File: src/rtl/csr_issue_pkg.sv
// Shared CSR issue definitions: payload layout, issue FSM states and op[1:0] codes.
// The csr unit imports this package too, so the op encoding lives in one place.
package csr_issue_pkg;

   localparam int unsigned OP_W       = 5;
   localparam int unsigned ROBID_W    = 7;
   localparam int unsigned RD_W       = 6;
   localparam int unsigned XLEN       = 32;
   localparam int unsigned CSR_ADDR_W = 12;

   typedef enum logic [1:0] {
      ST_IDLE      = 2'd0,
      ST_WAIT_HEAD = 2'd1,
      ST_ISSUE     = 2'd2,
      ST_DRAIN     = 2'd3
   } issue_state_e;

   typedef enum logic [1:0] {
      CSR_OP_READ  = 2'b00,
      CSR_OP_WRITE = 2'b01,
      CSR_OP_SET   = 2'b10,
      CSR_OP_CLEAR = 2'b11
   } csr_op_e;

   // Only the 12-bit CSR address of imm is kept; it is zero-extended on issue.
   typedef struct packed {
      logic [OP_W-1:0]       op;
      logic [ROBID_W-1:0]    robid;
      logic [RD_W-1:0]       rd;
      logic [XLEN-1:0]       op1;
      logic [CSR_ADDR_W-1:0] addr;
   } csr_entry_t;

   function automatic csr_op_e csr_op_kind(input logic [OP_W-1:0] op);
      return csr_op_e'(op[1:0]);
   endfunction

endpackage

File: src/rtl/csr_issue_fifo.sv
// In-order buffer of dispatched CSR instructions with push/pop/flush.
// Payload storage is left unreset; only pointers, count and flags are reset.
module csr_issue_fifo
   import csr_issue_pkg::*;
#(
   parameter int unsigned DEPTH = 2
) (
   input  logic       clk,
   input  logic       rst_n,
   input  logic       push_i,
   input  csr_entry_t push_data_i,
   input  logic       pop_i,
   input  logic       flush_i,
   output logic       full_o,
   output logic       empty_o,
   output csr_entry_t head_o
);

   localparam int unsigned PTR_W = (DEPTH > 1) ? $clog2(DEPTH) : 1;
   localparam int unsigned CNT_W = $clog2(DEPTH + 1);

   csr_entry_t       mem_q [DEPTH];
   logic [PTR_W-1:0] wr_ptr_q, wr_ptr_d;
   logic [PTR_W-1:0] rd_ptr_q, rd_ptr_d;
   logic [CNT_W-1:0] count_q, count_d;
   logic             full_q, empty_q;
   logic             push_ok, pop_ok;

   // A full buffer refuses a push even when the head pops in the same cycle.
   always_comb begin
      push_ok  = push_i && !full_q && !flush_i;
      pop_ok   = pop_i && !empty_q && !flush_i;
      wr_ptr_d = wr_ptr_q;
      rd_ptr_d = rd_ptr_q;
      count_d  = count_q;
      if (flush_i) begin
         wr_ptr_d = '0;
         rd_ptr_d = '0;
         count_d  = '0;
      end else begin
         if (push_ok) wr_ptr_d = PTR_W'(wr_ptr_q + 1'b1);
         if (pop_ok)  rd_ptr_d = PTR_W'(rd_ptr_q + 1'b1);
         case ({push_ok, pop_ok})
            2'b10:   count_d = CNT_W'(count_q + 1'b1);
            2'b01:   count_d = CNT_W'(count_q - 1'b1);
            default: count_d = count_q;
         endcase
      end
   end

   always_ff @(posedge clk or negedge rst_n) begin
      if (!rst_n) begin
         wr_ptr_q <= '0;
         rd_ptr_q <= '0;
         count_q  <= '0;
         full_q   <= 1'b0;
         empty_q  <= 1'b1;
      end else begin
         wr_ptr_q <= wr_ptr_d;
         rd_ptr_q <= rd_ptr_d;
         count_q  <= count_d;
         full_q   <= (count_d == CNT_W'(DEPTH));
         empty_q  <= (count_d == '0);
      end
   end

   always_ff @(posedge clk) begin
      if (push_ok) mem_q[wr_ptr_q] <= push_data_i;
   end

   assign full_o  = full_q;
   assign empty_o = empty_q;
   assign head_o  = mem_q[rd_ptr_q];

endmodule

File: src/rtl/csr_issue.sv
// CSR issue stage: buffers CSR instructions from rename and issues the head
// to the csr unit only once it is the oldest instruction in the ROB.
module csr_issue
   import csr_issue_pkg::*;
#(
   parameter int unsigned DEPTH = 2
) (
   input  logic                  clk,
   input  logic                  rst,
   input  logic                  dispatch_csr_valid,
   input  logic [OP_W-1:0]       dispatch_op,
   input  logic [ROBID_W-1:0]    dispatch_robid,
   input  logic [RD_W-1:0]       dispatch_rd,
   input  logic [XLEN-1:0]       dispatch_op1,
   input  logic [XLEN-1:0]       dispatch_imm,
   output logic                  csr_issue_stall,
   output logic                  rename_csr_write,
   output logic [OP_W-1:0]       rename_op,
   output logic [ROBID_W-1:0]    rename_robid,
   output logic [RD_W-1:0]       rename_rd,
   output logic [XLEN-1:0]       rename_op1,
   output logic [XLEN-1:0]       rename_imm,
   input  logic [ROBID_W-1:0]    rob_head_id,
   input  logic                  rob_flush,
   input  logic                  csr_valid
);

   issue_state_e         state_q, state_d;
   logic [ROBID_W-1:0]   issued_robid_q, issued_robid_d;
   csr_entry_t           push_entry, head;
   logic                 fifo_full, fifo_empty, pop;
   logic                 unused_imm_hi;

   assign push_entry = '{op:    dispatch_op,
                         robid: dispatch_robid,
                         rd:    dispatch_rd,
                         op1:   dispatch_op1,
                         addr:  dispatch_imm[CSR_ADDR_W-1:0]};
   assign unused_imm_hi = ^dispatch_imm[XLEN-1:CSR_ADDR_W];
   assign pop = (state_q == ST_ISSUE);

   csr_issue_fifo #(.DEPTH(DEPTH)) u_fifo (
      .clk         (clk),
      .rst_n       (rst),
      .push_i      (dispatch_csr_valid),
      .push_data_i (push_entry),
      .pop_i       (pop),
      .flush_i     (rob_flush),
      .full_o      (fifo_full),
      .empty_o     (fifo_empty),
      .head_o      (head)
   );

   assign csr_issue_stall = fifo_full;

   always_ff @(posedge clk or negedge rst) begin
      if (!rst) begin
         state_q        <= ST_IDLE;
         issued_robid_q <= '0;
      end else begin
         state_q        <= state_d;
         issued_robid_q <= issued_robid_d;
      end
   end

   // DRAIN holds until the ROB head moves off the robid just issued (retired).
   always_comb begin
      state_d        = state_q;
      issued_robid_d = issued_robid_q;
      if (rob_flush) begin
         state_d = ST_IDLE;
      end else begin
         case (state_q)
            ST_IDLE:      if (!fifo_empty) state_d = ST_WAIT_HEAD;
            ST_WAIT_HEAD: if (head.robid == rob_head_id && !csr_valid) state_d = ST_ISSUE;
            ST_ISSUE: begin
               issued_robid_d = head.robid;
               state_d        = ST_DRAIN;
            end
            ST_DRAIN:     if (issued_robid_q != rob_head_id) state_d = ST_IDLE;
            default:      state_d = ST_IDLE;
         endcase
      end
   end

   // A flush in the ISSUE cycle kills the pulse; data is zero whenever no pulse.
   always_comb begin
      rename_csr_write = 1'b0;
      rename_op        = '0;
      rename_robid     = '0;
      rename_rd        = '0;
      rename_op1       = '0;
      rename_imm       = '0;
      if (state_q == ST_ISSUE && !rob_flush) begin
         rename_csr_write = 1'b1;
         rename_op        = head.op;
         rename_robid     = head.robid;
         rename_rd        = head.rd;
         rename_op1       = head.op1;
         rename_imm       = XLEN'(head.addr);
      end
   end

endmodule

File: config.mk
export PLATFORM = sky130hd
export DESIGN_NAME = csr_issue
export DESIGN_NICKNAME = d
export VERILOG_FILES = /design/src/rtl/csr_issue_pkg.sv /design/src/rtl/csr_issue_fifo.sv /design/src/rtl/csr_issue.sv
export SDC_FILE = /design/constraint.sdc
export NUM_CORES = 1
export LEC_CHECK = 0
export CORE_MARGIN = 2
export CORE_UTILIZATION = 51
export DETAILED_ROUTE_END_ITERATION = 16
export PLACE_DENSITY = 0.86
export SLEW_MARGIN = 30
export SYNTH_ARGS = -nofsm -noshare
export SYNTH_HDL_FRONTEND = slang
export SYNTH_HIERARCHICAL = 1
export SYNTH_SLANG_ARGS = --single-unit
File: constraint.sdc
create_clock -name clk -period 5.9 [get_ports clk]
set_input_delay 1.475 -clock clk [delete_from_list [all_inputs] [get_ports clk]]
set_output_delay 1.475 -clock clk [all_outputs]
set_load 0.03 [all_outputs]
# Yosys cells after proc, flatten, opt, wreduce, memory -nomap -nowiden
# Memories as Yosys holds them, arrays and structs flattened.
# Index checks and enable logic that the tools add are counted.
# Widths: inputs -> output; s select.
[word_totals]
out_inout_bits = 84
ram_bits = 124
mem_count = 1
input_bits = 94
ff_bits = 15
[classes]
n_bitwise = 1
muxes = 19
reduce_logical = 16
n_addsub = 4
eq_ne = 11
[mem_list]
columns = ["memory", "depth", "word_bits", "rd", "rd_ports_with_merged_regs", "write_ports", "line", "rtl"]
rows = [
  ["u_fifo.mem_q", 2, 62, 1, 0, 1, "csr_issue_fifo.sv:22", "csr_entry_t mem_q [DEPTH];"],
]
[ops]
columns = ["op", "n"]
rows = [
  ["$mux 32", 1],
  ["$mux 12", 1],
  ["$mux 2", 5],
  ["$ne 3x3->1 const B", 3],
  ["$eq 2x2->1 const B", 4],
  ["$pmux 2 s4", 1],
  ["$eq 7x7->1", 1],
  ["$mux 1", 7],
  ["$mux 7", 1],
  ["$ne 7x7->1", 1],
  ["$logic_and 1x1->1", 6],
  ["$mux 6", 1],
  ["$mux 5", 1],
  ["$eq 2x1->1 const B", 2],
  ["$logic_not 1->1", 4],
  ["$logic_not 2->1", 2],
  ["$pmux 2 s2", 1],
  ["$reduce_bool 2->1", 2],
  ["$reduce_and 3->1", 1],
  ["$add 1x1->1 const B", 2],
  ["$add 2x1->2 const B", 1],
  ["$reduce_and 2->1", 1],
  ["$sub 2x1->2 const B", 1],
  ["$not 1->1", 1],
]

# Depth between registers and ports, before layout
# Gate-level depths: netlist of the first run.
[logic_depth]
ltp_word = 7
ltp_mapped = 8
mapped_depth_nobuf = 8

# Modules after synthesis
# Netlist of the first run, hierarchy kept.
[modules_own_cells]
columns = ["module", "area_per_inst_um2", "cells_each", "instances"]
rows = [
  ["csr_issue_fifo", 4785.8, 226, 1],
  ["csr_issue", 1157.4, 141, 1],
]

# Least setup slack after synthesis of the first run
# Ideal clock, no wire load.
[synth_path]
kind = "input to register"
from = "in rob_flush"
to = "mem u_fifo/mem_q[0][0] (netlist bit), enable pin"
setup_ns = 0.482
arrival_ns = 4.440
cell_stages = 4
path_slack_ns = 0.978
required_ns = 5.418
path_cell_list = "clkbuf_1 > nor2_1 > nand2_1 > nor2_1"
[synth_via]
elab_chain_len = 4
[synth_lines]
columns = ["item", "line", "rtl"]
rows = [
  ["from (decl)", "csr_issue.sv:24", "input logic rob_flush,"],
  ["$logic_not 1->1", "csr_issue_fifo.sv:31", "push_ok = push_i && !full_q && !flush_i;"],
  ["$logic_and 1x1->1", "csr_issue_fifo.sv:31", ""],
  ["$mux 1", "csr_issue_fifo.sv:68", "if (push_ok) mem_q[wr_ptr_q] <= push_data_i;"],
  ["$mux 1 (not written as such)", "csr_issue_fifo.sv:68", ""],
  ["to (decl)", "csr_issue_fifo.sv:22", ""],
]
# Every way passes these cells.

# Worst setup path after layout of the first run
[layout_path]
from = "in rob_flush"
to = "out rename_imm[8]"
[layout_via]
elab_chain_len = 3
[layout_lines]
columns = ["item", "line", "rtl"]
rows = [
  ["$logic_not 1->1", "csr_issue.sv:94", "if (state_q == ST_ISSUE && !rob_flush) begin"],
  ["$logic_and 1x1->1", "csr_issue.sv:94", ""],
  ["$mux 12", "csr_issue.sv:94", ""],
  ["to (decl)", "csr_issue.sv:22", "output logic [XLEN-1:0] rename_imm,"],
]
# Every way passes these cells.

==> results of run 1 <==
-- registers in the layout, indices dropped and copies added (netlist names) --
signal           flops
u_fifo/rd_ptr_q      1
u_fifo/count_q       2
u_fifo/mem_q       124
u_fifo/empty_o       1
u_fifo/wr_ptr_q      1
u_fifo/full_o        1
issued_robid_q       7
state_q              2
-- critical path, stage by stage --
cell and delay (ns):
clkdlybuf4s50_1 0.47, nor2b_4 0.14, buf_4 0.34, and2_1 0.20, clkdlybuf4s50_1 0.71
-- how the worst min path moves through the flow --
stage / startpoint / to / slack [ns] / cells past startpoint
CTS: issued_robid_q[2]$_DFFE_PN0P_ / issued_robid_q[2]$_DFFE_PN0P_ / 0.53 / 1
floorplan: issued_robid_q[1]$_DFFE_PN0P_ / issued_robid_q[1]$_DFFE_PN0P_ / 0.50 / 1
finish: issued_robid_q[2]$_DFFE_PN0P_ / issued_robid_q[2]$_DFFE_PN0P_ / 0.53 / 1
global route: issued_robid_q[2]$_DFFE_PN0P_ / issued_robid_q[2]$_DFFE_PN0P_ / 0.56 / 1
detailed placement: issued_robid_q[2]$_DFFE_PN0P_ / issued_robid_q[2]$_DFFE_PN0P_ / 0.52 / 1
global placement: issued_robid_q[4]$_DFFE_PN0P_ / issued_robid_q[4]$_DFFE_PN0P_ / 0.51 / 1
-- logic make-up after synthesis --
group,count (synthesis),share of synthesized area
flip-flops,139,0.690
AND/OR/NAND/NOR,86,0.0880
multiplexers,71,0.134
buffers and inverters,40,0.0421
XOR/XNOR,18,0.0265
AO/OA/AOI/OAI,7,0.00800
adder cells (fa/ha/maj),5,0.0105
other,1,0.000631
-- layout make-up --
cell class                      instances  area, µm²  area share
Timing Repair Buffer                  144       1420       0.177
Sequential cell                       139       4100       0.511
Multi-Input combinational cell        207       1680       0.209
Inverter                                4       15.0     0.00187
Clock inverter                         14        195      0.0243
Clock buffer                           18        429      0.0535
Tap cell                              143        179      0.0223
-- per-layer routing --
metal / vias to the layer above / routed length (µm) / global-route usage
met5: - / 0 / 0
met4: 0 / 316 / 0.0911
met3: 26 / 546 / 0.0512
met2: 114 / 6050 / 0.337
met1: 1661 / 4570 / 0.209
li1: 1578 / - / -
-- power breakdown --
part | switching, µW | internal, µW | leakage (µW)
sequential | 41.7 | 1150 | 0.00132
clock | 399 | 709 | 0.000295
combinational | 245 | 232 | 0.00121
total | 686 | 2090 | 0.00283
-- cells in the final DEF (no fill, tap or decap), types with 2 or more instances in the layout --
master,netlist,routed
a21oi_1,3,3
ha_1,5,5
conb_1,1,20
clkinv_4,0,3
xor2_1,9,9
nand2_1,3,3
nor4_1,2,2
inv_6,0,2
xnor2_1,9,9
clkinvlp_4,0,3
mux2_2,69,69
o21ai_0,2,2
clkdlybuf4s50_1,0,137
nor2b_1,5,4
buf_4,26,7
edfxtp_1,124,124
clkbuf_16,0,17
bufinv_16,0,4
and2_1,61,61
dfrtp_1,14,13
nor2_1,6,5
inv_1,3,3
-- stage by stage --
stage	std cells	hold slack (ns)
4_1_cts	669	0.533
6_report	669	0.530
5_1_grt	669	0.564
3_3_place_gp	637	0.511
2_1_floorplan	386	0.501
3_5_place_dp	637	0.520
==> reports/results.tsv, run 1 <==
metric	value	unit
die_area	12500	µm²
ios	178	
final_area	8020	µm²
post_cts_buffers	0	
drv_slew	0	
area_growth_syn_to_layout	35.0	%
slew_headroom	0.402	
cts_tree	done	
cts_max_path_buffers	2	
drt_wl_total	11.5	mm
ctsHoldBuffers	0	
grt_pass1_wl	18.0	mm
yosys_warnings	6	
initial_core_util	0.520	
cts_root_buf	clkbuf_16	
finalHoldViolations	0	
io_buffer_count	137	
syn_area_per_cell	16.2	µm²
ys_seq_area_frac	0.690	
synth_common_cells	edfxtp_1, mux2_2, and2_1	
clock.fmax	207	MHz
drc	0	
hpwl	7.59	mm
die_w	112	µm
fin_crit	4.82	ns
antenna_cells	0	
fin_util	0.703	
setup_slack	1.08	ns
cts_resized	0	
worst_pin_slew	0.895	ns
start_kind	input port	
reg2reg_depth	6	
ff2ff_setup_slack	3.27	ns
status	complete, no violations	
track_usage	0.189	
synth-edff-count	124	
synth_area_leaders	edfxtp_1, mux2_2, and2_1, dfrtp_1, buf_4	
fp.dieH	112	µm
yosysTopAreaCell	edfxtp_1	
syn_inst	367	
clkLatencyLatePin	0.41	ns
ys_seq_elements	139	
drt_first_iter_violations	114	
finalCritPeriodShare	0.817	
criticalPathCategory	input port to primary output	
crit_required	4.43	ns
rsz0062_at_grt	false	
power	2780	µW
cp_max_fo	39	
dr.pass1.iters	4	
clock-skew-final	0.00747	ns
leakage	0.00283	µW
place_congestion	0.738	
drt.antenna.violating_nets	0	
rr_endpoint	state_q[0]$_DFFE_PN0P_	
worst_ep_arrival_time	3.35	ns
synth_cell_type_count	33	
tns	0	ns
p_per_area	346	nW/µm²
fillers	742	
startpoint	rob_flush	
htreeDepth	4	
coreArea	11400	µm²
synth_top_cell_area_share	0.627	
routedWlPerCell	17.2	µm
layout-drive-gt1-share	0.219	
maxCapViolCount	0	
path_clk_slew	0.06	ns
synth.most_common_cell	edfxtp_1	
ys.flop_type	edfxtp_1	
placed_area	7400	µm²
syn-cell-area	5940	µm²
first_global_vias	3652	
grt-ovfl-total	0	
preCtsSetupSlack	1.10	ns
ir_worst_vdd	0.000171	V
nets	612	
endpoint_kind	primary output	
hp-class	flip-flop to flip-flop	
rows	39	
routed_via_density	5.05	
async_reset_ff_frac	0.108	
numCtsBuffers	17	
setup_violations	0	
cts_sinks	139	
crit_path_end	rename_imm[8]	
worst_r2r_startpoint	u_fifo/rd_ptr_q$_DFFE_PN0P_	
grt_max_degree	40	
vias	3379	
antenna_found_initial	0	
(Power assumes the default switching activity.)
==> inputs of run 2 (changes only) <==
Settings changed: CORE_UTILIZATION 51 to 43, PLACE_DENSITY 0.86 to 0.77.
Clock period 5.9 ns to 4.35 ns, I/O delays scaled along.
==> run 2 against run 1 <==
Flip-flop and latch count unchanged. Critical path type unchanged. Core utilization down 10 points. Critical path depth unchanged. Final area up 0.30%. First-iteration DRC count up 22%. Clock skew about the same. Largest power group unchanged. Highest routed layer unchanged.
==> reports/results.tsv, run 2 (same netlist as run 1, synthesis figures left out) <==
metric	value	unit	change
io_buffer_count	137		unchanged
setup_violations	0		unchanged
drt.antenna.violating_nets	0		unchanged
antenna_found_initial	0		unchanged
criticalPathCategory	input port to primary output		
post_cts_buffers	0		unchanged
grt_max_degree	59		+48%
cts_resized	0		unchanged
routed_via_density	4.74		-6.1%
preCtsSetupSlack	0.399	ns	-0.698 ns
crit_required	3.26	ns	-1.17 ns
ff2ff_setup_slack	1.69	ns	-1.58 ns
endpoint_kind	primary output		
area_growth_syn_to_layout	35.4	%	
min_to	issued_robid_q[2]$_DFFE_PN0P_		
finalCritPeriodShare	0.907		
tns	0	ns	unchanged
final_common_cell	clkdlybuf4s50_1		
final_cell_mix	clkdlybuf4s50_1, edfxtp_1, mux2_2		
finalHoldViolations	0		unchanged
largest_reg_flops	124		unchanged
htreeDepth	4		unchanged
clock.fmax	253	MHz	
fin_util	0.603		-0.0998
maxCapViolCount	0		unchanged
cts_root_buf	clkbuf_16		
whs_path_depth	1		unchanged
fillers	1037		+40%
clkLatencyLatePin	0.41	ns	about the same
p_per_area	440	nW/µm²	+27%
numCtsBuffers	17		unchanged
final_area	8050	µm²	+0.30%
rr_endpoint	state_q[0]$_DFFE_PN0P_		
worst_pin_slew	0.736	ns	-0.158 ns
vias	3323		-1.7%
leakage	0.00281	µW	-0.50%
layout-drive-gt1-share	0.215		-0.00339
placed_area	7530	µm²	+1.8%
routedWlPerCell	16.4	µm	-4.5%
setup_slack	0.403	ns	-0.676 ns
worst_r2r_startpoint	u_fifo/rd_ptr_q$_DFFE_PN0P_		
dr.pass1.iters	4		unchanged
reg2reg_depth	7		+1
worst_ep_arrival_time	2.86	ns	-0.49 ns
coreArea	13300	µm²	+17%
die_w	122	µm	+8.6%
status	complete, no violations		
clock-skew-final	0.00746	ns	-0.00000916 ns
slew_headroom	0.508		+0.106
start_kind	input port		
drt_wl_total	11.5	mm	about the same
fp.dieH	122	µm	+8.6%
grt_pass1_wl	17.9	mm	-0.57%
hpwl	7.45	mm	-2.0%
grt-ovfl-total	0		unchanged
antenna_cells	0		unchanged
hp-start	issued_robid_q[2]$_DFFE_PN0P_		
cts_sinks	139		unchanged
initial_core_util	0.445		-0.0752
drc	0		unchanged
top_register	u_fifo/mem_q		
track_usage	0.162		-0.0269
cts_max_path_buffers	2		unchanged
rsz0062_at_grt	false		
nets	612		unchanged
ctsHoldBuffers	0		unchanged
first_global_vias	3552		-2.7%
ir_worst_vdd	0.000275	V	+61%
ios	178		unchanged
place_congestion	0.758		+2.7%
cts_tree	done		
path_clk_slew	0.05	ns	about the same
drv_slew	0		unchanged
hp-class	flip-flop to flip-flop		
die_area	14800	µm²	+18%
rows	42		+7.7%
reg.largest.list	u_fifo/mem_q (124), issued_robid_q (7)		
cp_max_fo	58		+49%
drt_first_iter_violations	139		+22%
fin_crit	3.95	ns	
-- run 2: area by class of cell --
cell class	count	area, µm²	area share
Sequential cell	139	4100	0.510
Multi-Input combinational cell	207	1680	0.209
Timing Repair Buffer	144	1510	0.188
Clock buffer	20	437	0.0543
Tap cell	176	220	0.0274
Clock inverter	11	80.1	0.00995
Inverter	4	15.0	0.00187
-- run 2: routing by layer --
layer / up-vias / wire length (µm) / GRT usage
li1: 1576 / - / -
met2: 111 / 5980 / 0.284
met3: 11 / 712 / 0.0548
met1: 1625 / 4640 / 0.183
met4: 0 / 157 / 0.0618
met5: - / 0 / 0
-- run 2: worst max-delay path: stages --
cell	delay [ns]
clkdlybuf4s50_1	0.47
nor2b_4	0.18
buf_12	0.24
and2_1	0.19
clkdlybuf4s50_1	0.67
-- run 2: metrics by stage --
step	instances	total power (µW)	hold WS, ns
6_report	701	3540	0.525
2_1_floorplan	386	2050	0.501
3_5_place_dp	670	2310	0.519
3_3_place_gp	670	2290	0.510
4_1_cts	701	3590	0.532
5_1_grt	701	3680	0.538
-- run 2: power breakdown --
part	internal, µW	switching (µW)	leakage [µW]	total (µW)
clock	768	493	0.000249	1260
combinational	330	337	0.00124	667
sequential	1560	49.4	0.00132	1610
total	2660	879	0.00281	3540
-- run 2: worst max path at each step --
stage | from | end | slack, ns | cells after the start
after floorplan | rob_flush | u_fifo/mem_q[0][0]$_DFFE_PP_ | 0.85 | 4
after global placement | rob_flush | rename_op1[16] | 0.42 | 5
after detailed placement | rob_flush | rename_op1[16] | 0.40 | 5
after CTS | rob_flush | rename_op1[16] | 0.39 | 5
after global routing | rob_flush | rename_imm[0] | 0.34 | 5
final | rob_flush | rename_imm[0] | 0.40 | 5
